**config.mk**
```make
export PLATFORM = sky130hd
export DESIGN_NAME = fifo_burst_reader
export DESIGN_NICKNAME = d
export VERILOG_FILES = /design/src/rtl/fifo_rd_pkg.sv /design/src/rtl/rd_skid_buf.sv /design/src/rtl/fifo_burst_reader.sv
export SDC_FILE = /design/constraint.sdc
export NUM_CORES = 1
export LEC_CHECK = 0
export ABC_AREA = 1
export CORE_MARGIN = 5
export CORE_UTILIZATION = 30
export CTS_BUF_LIST = sky130_fd_sc_hd__clkbuf_4 sky130_fd_sc_hd__clkbuf_8
export DETAILED_ROUTE_END_ITERATION = 6
export GPL_TIMING_DRIVEN = 0
export MAX_ROUTING_LAYER = met4
export PLACE_DENSITY_LB_ADDON = 0.1
export SLEW_MARGIN = 20
export SYNTH_ARGS = -nofsm -noshare
export SYNTH_HDL_FRONTEND = slang
export SYNTH_HIERARCHICAL = 1
export SYNTH_SLANG_ARGS = --single-unit
```
**constraint.sdc**
```tcl
create_clock -name i_clk -period 2.89 [get_ports i_clk]
set_clock_uncertainty 0.1 [all_clocks]
set_input_delay 0.578 -clock i_clk [delete_from_list [all_inputs] [get_ports i_clk]]
set_output_delay 0.578 -clock i_clk [all_outputs]
set_load 0.03 [all_outputs]
```
**src/rtl/fifo_rd_pkg.sv**
```systemverilog
// fifo_rd_pkg: shared types and constants for the FIFO burst reader.
// Holds the reader FSM state enum, FIFO read latency and buffer depth.
package fifo_rd_pkg;

   typedef enum logic [1:0] {
      IDLE,
      READ,
      DRAIN,
      DONE
   } rd_state_e;

   localparam int RD_LATENCY = 1;
   localparam int BUF_DEPTH  = 2;

endpackage

```
**src/rtl/rd_skid_buf.sv**
```systemverilog
// rd_skid_buf: 2-entry register FIFO of {last, data}, head in entry 0.
// Ports: clk_i/rst_i, push_i/push_data_i/push_last_i write side,
//        pop_i read side, head_data_o/head_last_o head entry, cnt_o fill.
module rd_skid_buf
   import fifo_rd_pkg::*;
#(
   parameter int WIDTH = 32
) (
   input  logic             clk_i,
   input  logic             rst_i,
   input  logic             push_i,
   input  logic [WIDTH-1:0] push_data_i,
   input  logic             push_last_i,
   input  logic             pop_i,
   output logic [WIDTH-1:0] head_data_o,
   output logic             head_last_o,
   output logic [1:0]       cnt_o
);

   logic [WIDTH-1:0] d0_q, d0_d, d1_q, d1_d;
   logic             l0_q, l0_d, l1_q, l1_d;
   logic [1:0]       cnt_q, cnt_d;

   always_comb begin
      d0_d  = d0_q;
      d1_d  = d1_q;
      l0_d  = l0_q;
      l1_d  = l1_q;
      cnt_d = cnt_q;
      unique case ({push_i, pop_i})
         2'b10: begin
            if (cnt_q == 2'd0) begin
               d0_d = push_data_i;
               l0_d = push_last_i;
            end else begin
               d1_d = push_data_i;
               l1_d = push_last_i;
            end
            cnt_d = cnt_q + 2'd1;
         end
         2'b01: begin
            d0_d  = d1_q;
            l0_d  = l1_q;
            cnt_d = cnt_q - 2'd1;
         end
         2'b11: begin
            // Occupancy unchanged; the new word lands behind the survivor.
            if (cnt_q == 2'd1) begin
               d0_d = push_data_i;
               l0_d = push_last_i;
            end else begin
               d0_d = d1_q;
               l0_d = l1_q;
               d1_d = push_data_i;
               l1_d = push_last_i;
            end
         end
         default: ;
      endcase
   end

   always_ff @(posedge clk_i or posedge rst_i) begin
      if (rst_i) begin
         d0_q  <= '0;
         d1_q  <= '0;
         l0_q  <= 1'b0;
         l1_q  <= 1'b0;
         cnt_q <= 2'd0;
      end else begin
         d0_q  <= d0_d;
         d1_q  <= d1_d;
         l0_q  <= l0_d;
         l1_q  <= l1_d;
         cnt_q <= cnt_d;
      end
   end

   assign head_data_o = d0_q;
   assign head_last_o = l0_q;
   assign cnt_o       = cnt_q;

   a_no_overflow : assert property (@(posedge clk_i) disable iff (rst_i)
      !(push_i && !pop_i && cnt_q == 2'(BUF_DEPTH)));

   a_no_underflow : assert property (@(posedge clk_i) disable iff (rst_i)
      !(pop_i && cnt_q == 2'd0));

endmodule

```
**src/rtl/fifo_burst_reader.sv**
```systemverilog
// fifo_burst_reader: pops i_len words from a sync FIFO and streams them
// out on valid/ready with o_last on the final word and an o_done pulse.
// Ports: i_clk/arst; i_start/i_len command; o_busy/o_done status;
//        o_rd_en/i_rd_data/i_empty FIFO side; o_valid/o_data/o_last/i_ready out.
module fifo_burst_reader
   import fifo_rd_pkg::*;
#(
   parameter int WIDTH = 32,
   parameter int LEN_W = 16
) (
   input  logic             i_clk,
   input  logic             arst,
   input  logic             i_start,
   input  logic [LEN_W-1:0] i_len,
   output logic             o_busy,
   output logic             o_done,
   output logic             o_rd_en,
   input  logic [WIDTH-1:0] i_rd_data,
   input  logic             i_empty,
   output logic             o_valid,
   output logic [WIDTH-1:0] o_data,
   output logic             o_last,
   input  logic             i_ready
);

   localparam logic [2:0] CREDIT = 3'(BUF_DEPTH);

   rd_state_e        state_q, state_d;
   logic [LEN_W-1:0] issue_rem_q, issue_rem_d;
   logic [LEN_W-1:0] out_rem_q, out_rem_d;
   logic             inflight_q;
   logic             inflight_last_q;

   logic             pop;
   logic [1:0]       buf_cnt;
   logic [2:0]       credit_used;
   logic [WIDTH-1:0] head_data;
   logic             head_last;

   assign o_valid = (buf_cnt != 2'd0);
   assign pop     = o_valid && i_ready;

   // Words that will occupy the buffer after this edge if nothing new issues.
   assign credit_used = 3'(inflight_q) + 3'(buf_cnt) - 3'(pop);

   assign o_rd_en = (state_q == READ) && !i_empty &&
                    (issue_rem_q != '0) && (credit_used < CREDIT);

   assign o_busy = (state_q != IDLE);
   assign o_done = (state_q == DONE);
   assign o_data = head_data;
   assign o_last = head_last && o_valid;

   always_comb begin
      state_d     = state_q;
      issue_rem_d = issue_rem_q;
      out_rem_d   = out_rem_q;
      if (o_rd_en) begin
         issue_rem_d = issue_rem_q - LEN_W'(1);
      end
      if (pop) begin
         out_rem_d = out_rem_q - LEN_W'(1);
      end
      unique case (state_q)
         IDLE: begin
            if (i_start) begin
               if (i_len != '0) begin
                  state_d     = READ;
                  issue_rem_d = i_len;
                  out_rem_d   = i_len;
               end else begin
                  state_d = DONE;
               end
            end
         end
         READ: begin
            if (issue_rem_d == '0) begin
               state_d = DRAIN;
            end
         end
         DRAIN: begin
            if (pop && out_rem_q == LEN_W'(1)) begin
               state_d = DONE;
            end
         end
         DONE: begin
            state_d = IDLE;
         end
         default: begin
            state_d = IDLE;
         end
      endcase
   end

   always_ff @(posedge i_clk or posedge arst) begin
      if (arst) begin
         state_q         <= IDLE;
         issue_rem_q     <= '0;
         out_rem_q       <= '0;
         inflight_q      <= 1'b0;
         inflight_last_q <= 1'b0;
      end else begin
         state_q         <= state_d;
         issue_rem_q     <= issue_rem_d;
         out_rem_q       <= out_rem_d;
         inflight_q      <= o_rd_en;
         // The read that empties issue_rem fetches the final word.
         inflight_last_q <= o_rd_en && (issue_rem_q == LEN_W'(1));
      end
   end

   rd_skid_buf #(
      .WIDTH(WIDTH)
   ) u_buf (
      .clk_i       (i_clk),
      .rst_i       (arst),
      .push_i      (inflight_q),
      .push_data_i (i_rd_data),
      .push_last_i (inflight_last_q),
      .pop_i       (pop),
      .head_data_o (head_data),
      .head_last_o (head_last),
      .cnt_o       (buf_cnt)
   );

endmodule

```
==> results.py <==
metrics = {
    "routing": {
        "top_layer": "met4",
        "ant_nets": 0,
        "wl_met1_um": 7345,
        "first_pass_iters": 4,
        "met3_length_um": 671,
        "wl_per_cell_um": 13.28,
        "post-route-drc-count": 0,
        "drt-initial-drc-count": 240,
        "routed_wirelength_um": 15690,
        "vias_per_cell": 4.296,
        "vias": 5073,
        "met2WireLength_um": 7413,
    },
    "power_and_ir_drop": {
        "swShare_pct": 45.40,
        "power.density_nw_per_um2": 942.7,
        "peakVddDrop_mv": 0.3247,
        "p_leak_nw": 3.746,
        "clockPowerShare_pct": 13.1,
        "switchingPower_mw": 3.203,
        "power.total_mw": 7.055,
        "combPwrFrac_pct": 50.2,
        "p_int_mw": 3.852,
        "power_frac_seq_pct": 36.7,
    },
    "synth": {
        "netlist_top_cells_area": "dfrtp_1 44%, nand2_1 22%, nand3_1 6.5%",
        "yosys.area.top_type": "dfrtp_1",
        "synth_area_per_cell_um2": 7.374,
        "ys.flop_type": "dfrtp_1",
        "yosysSeqAreaShare_pct": 44.23,
        "muxShareOfSynthArea_pct": 0,
        "syn_nets": 869,
        "synth-simple-area-share_pct": 37.19,
        "synth-edff-count": 0,
        "syn_area_um2": 5884,
        "ys_async_sr_fraction_pct": 100.0,
        "synth-compound-area-share_pct": 4.423,
        "yosys_warnings": 6,
        "synth_fa_ha_area_share_pct": 3.955,
        "yosysUniqueCellTypes": 35,
        "synthXorXnorAreaFrac_pct": 3.423,
        "synth_top_family_by_area": "simple AND/OR/NAND/NOR gates",
        "yosys.area.top_type_share_pct": 44.23,
        "synth_seq_cells": 104,
        "syn_inst": 798,
    },
    "timing": {
        "setup_viol": 3,
        "finalHoldViolations": 0,
        "post-route-period-util_pct": 108.5,
        "fmax_ghz": 0.3189,
        "period_minus_slack_ps": 3136,
        "worst_slack_ps": -245.9,
        "slew_violations": 0,
        "finalSetupTns_ps": -586.7,
        "rsz0062_at_grt": "yes",
        "hold_ws_ps": 378.4,
        "worst_pin_slew_ps": 463.4,
        "relSlewSlack_pct": 69.11,
    },
    "placement": {
        "dp_hpwl_um": 11920,
        "place_congestion": 0.7932,
        "placed_area_um2": 7164,
        "port_buffers": 89,
    },
    "finish": {
        "num_antenna_cells": 0,
        "drive_above_1_share_pct": 10.48,
        "nNetsFinal": 982,
        "postLayoutCellArea_um2": 7483,
        "area_growth_pct": 27.17,
        "utilization_pct": 38.58,
    },
    "run_status": {
        "violations": "negative setup slack",
        "status": "finished, violations left",
    },
    "cts": {
        "clock-sinks": 104,
        "cts_max_level": 3,
        "clockBufferDepth": 2,
        "path_clk_slew_ps": 100,
        "numCtsBuffers": 9,
        "clockRootBuffer": "clkbuf_8",
        "clk_latency_ps": 390,
        "cts_tree": "yes",
    },
    "global_routing": {
        "track_usage_pct": 14.89,
        "grt_pass1_vias": 5094,
        "grt_pass1_wl_um": 25870,
        "grt_antenna_before_repair": 0,
        "grt_max_degree": 40,
        "grt_overflow": 0,
    },
    "setup_path": {
        "cp_top_family": "simple AND/OR/NAND/NOR gates",
        "crit_path_end_kind": "output pin",
        "crit_slowest_cell": "fa_1",
        "crit_path_end": "o_rd_en",
        "setup.worst_path.start": "u_buf/cnt_o[1]$_DFFE_PP0P_",
        "r2r_setup_slack_ps": -170,
        "critPathArrivalTime_ps": 2460,
        "path_max_fanout": 3,
        "crit_cells": 12,
        "crit_top_cell": "nand2_4",
        "timing.rr.start": "u_buf/cnt_o[1]$_DFFE_PP0P_",
        "crit_chain": "or2_4 -> nand2_4 -> inv_4 -> nand2_4 -> inv_2 -> fa_1 -> nand3b_1 -> nor2_4 -> nand2_8 -> inv_8 -> buf_8 -> buf_6",
        "startpoint_type": "register",
        "critical_path_class": "reg2out",
        "r2r_cells": 23,
        "r2r_end": "state_q[1]$_DFFE_PP0P_",
        "critPathBufInv": 5,
        "crit_required_ps": 2210,
        "slowest_delay_ps": 500,
    },
    "worst_hold_path": {
        "hp-class": "reg2reg",
        "worstHoldPathCells": 2,
    },
    "floorplanning": {
        "rows": 51,
        "die_x_um": 150.1,
        "dieHeight_um": 150.1,
        "coreArea_um2": 19400,
        "initial_core_util_pct": 30.33,
        "ios": 90,
        "dieArea_um2": 22520,
    },
    "run": {
        "maxCapViolCount": 0,
    },
}
[logic make-up (layout without fill, tap and decap cells)]
kind of cell,after synthesis,in the layout
and+or+nand+nor,512,512
DFF,104,104
buffers and inverters,97,215
AOI/OAI and AO/OA,44,44
xor gates and xnor gates,23,23
adders and majority gates,18,18
[repair_timing]
item | in CTS | in global routing
gates resized for setup | 19 | 7
hold buffers | 0 | 0
cloned | 0 | 0
setup buffers | 9 | 2
setup endpoints to repair | 11 | 3
pin swaps | 4 | 9
[power by group through the flow]
stage	combinational, mW	sequential, mW	clock [mW]
after floorplan	2.06	2.91	0
after global placement	3.43	2.65	0
after detailed placement	3.44	2.64	0
after CTS	3.56	2.59	0.980
after global routing	4.01	2.69	1.04
final	3.54	2.59	0.924
[flip-flops by register name (all words and copies together) (netlist names)]
signal / cells
out_rem_q: 16
u_buf/head_last_o: 1
u_buf/cnt_o: 2
u_buf/head_data_o: 32
inflight_q: 1
state_q: 2
u_buf/d1_q: 32
u_buf/l1_q: 1
issue_rem_q: 16
inflight_last_q: 1
[cells in the mapped netlist, drive strengths merged (2+ instances only)]
cell type and number:
nand2 349, dfrtp 104, nand3 77, inv 66, nor2 59, o21ai 25
buf 21, ha 17, xor2 12, xnor2 11, a21oi 10, clkbuf 10
nor3 7, o21bai 7, or2 7, nand3b 6, nand4 4, nor4 2
[worst min-delay path: cells and delay by family, from the launching register on]
kind | cells | cell delay [ps]
AND/OR/NAND/NOR | 2 | 90
flip-flops | 1 | 360
[per-stage QoR]
step           instances  setup WS (ps)
3_3_place_gp        1152          -1302
4_1_cts             1179         -287.3
2_1_floorplan        798          8.639
3_5_place_dp        1154          -1303
5_1_grt             1181         -373.1
6_report            1181         -245.9
[layout by cell type (no fill, tap or decap), types with 4 or more instances in the layout]
master | netlist | routed
nor2_4 | 6 | 7
o21bai_1 | 7 | 7
nand2_2 | 8 | 9
or2_2 | 6 | 6
ha_1 | 17 | 17
buf_4 | 0 | 9
clkbuf_1 | 10 | 10
inv_1 | 62 | 58
inv_8 | 0 | 4
nor2_1 | 50 | 48
a21oi_1 | 9 | 9
nand2_1 | 339 | 336
xor2_1 | 12 | 12
buf_2 | 20 | 19
dfrtp_1 | 104 | 102
xnor2_1 | 11 | 11
clkdlybuf4s50_1 | 0 | 87
nand3b_1 | 6 | 6
nand3_1 | 77 | 77
clkbuf_8 | 0 | 9
inv_2 | 3 | 5
o21ai_0 | 23 | 23
nor2_2 | 3 | 4
nand4_1 | 4 | 4
nor3_1 | 6 | 6
[layout make-up]
| class | count | area (um2) |
|---|---|---|
| inverter | 66 | 260.3 |
| clock buffer | 10 | 131.4 |
| multi-input combinational | 597 | 2913 |
| tap | 265 | 331.6 |
| clock inverter | 6 | 58.81 |
| sequential | 104 | 2605 |
| timing repair buffer | 102 | 1028 |
| buffer | 31 | 155.1 |
| fill | 2089 | 11920 |
[worst min-delay path by stage]
stage | from | to | slack, ps
floorplan | u_buf/d1_q[0]$_DFFE_PP0P_ | u_buf/d1_q[0]$_DFFE_PP0P_ | 340
global placement | u_buf/d1_q[20]$_DFFE_PP0P_ | u_buf/d1_q[20]$_DFFE_PP0P_ | 350
detailed placement | u_buf/d1_q[9]$_DFFE_PP0P_ | u_buf/d1_q[9]$_DFFE_PP0P_ | 360
CTS | u_buf/d1_q[25]$_DFFE_PP0P_ | u_buf/d1_q[25]$_DFFE_PP0P_ | 390
global route | u_buf/d1_q[23]$_DFFE_PP0P_ | u_buf/d1_q[23]$_DFFE_PP0P_ | 400
finish | u_buf/d1_q[28]$_DFFE_PP0P_ | u_buf/d1_q[28]$_DFFE_PP0P_ | 380
[routing by layer]
metal | vias up | global-route usage, %
met2 | 96 | 24.04
met3 | 16 | 3.301
li1 | 2705 | -
met4 | 0 | 3.888
met1 | 2256 | 19.01
met5 | - | -
Power figures use the tool's default switching activity.
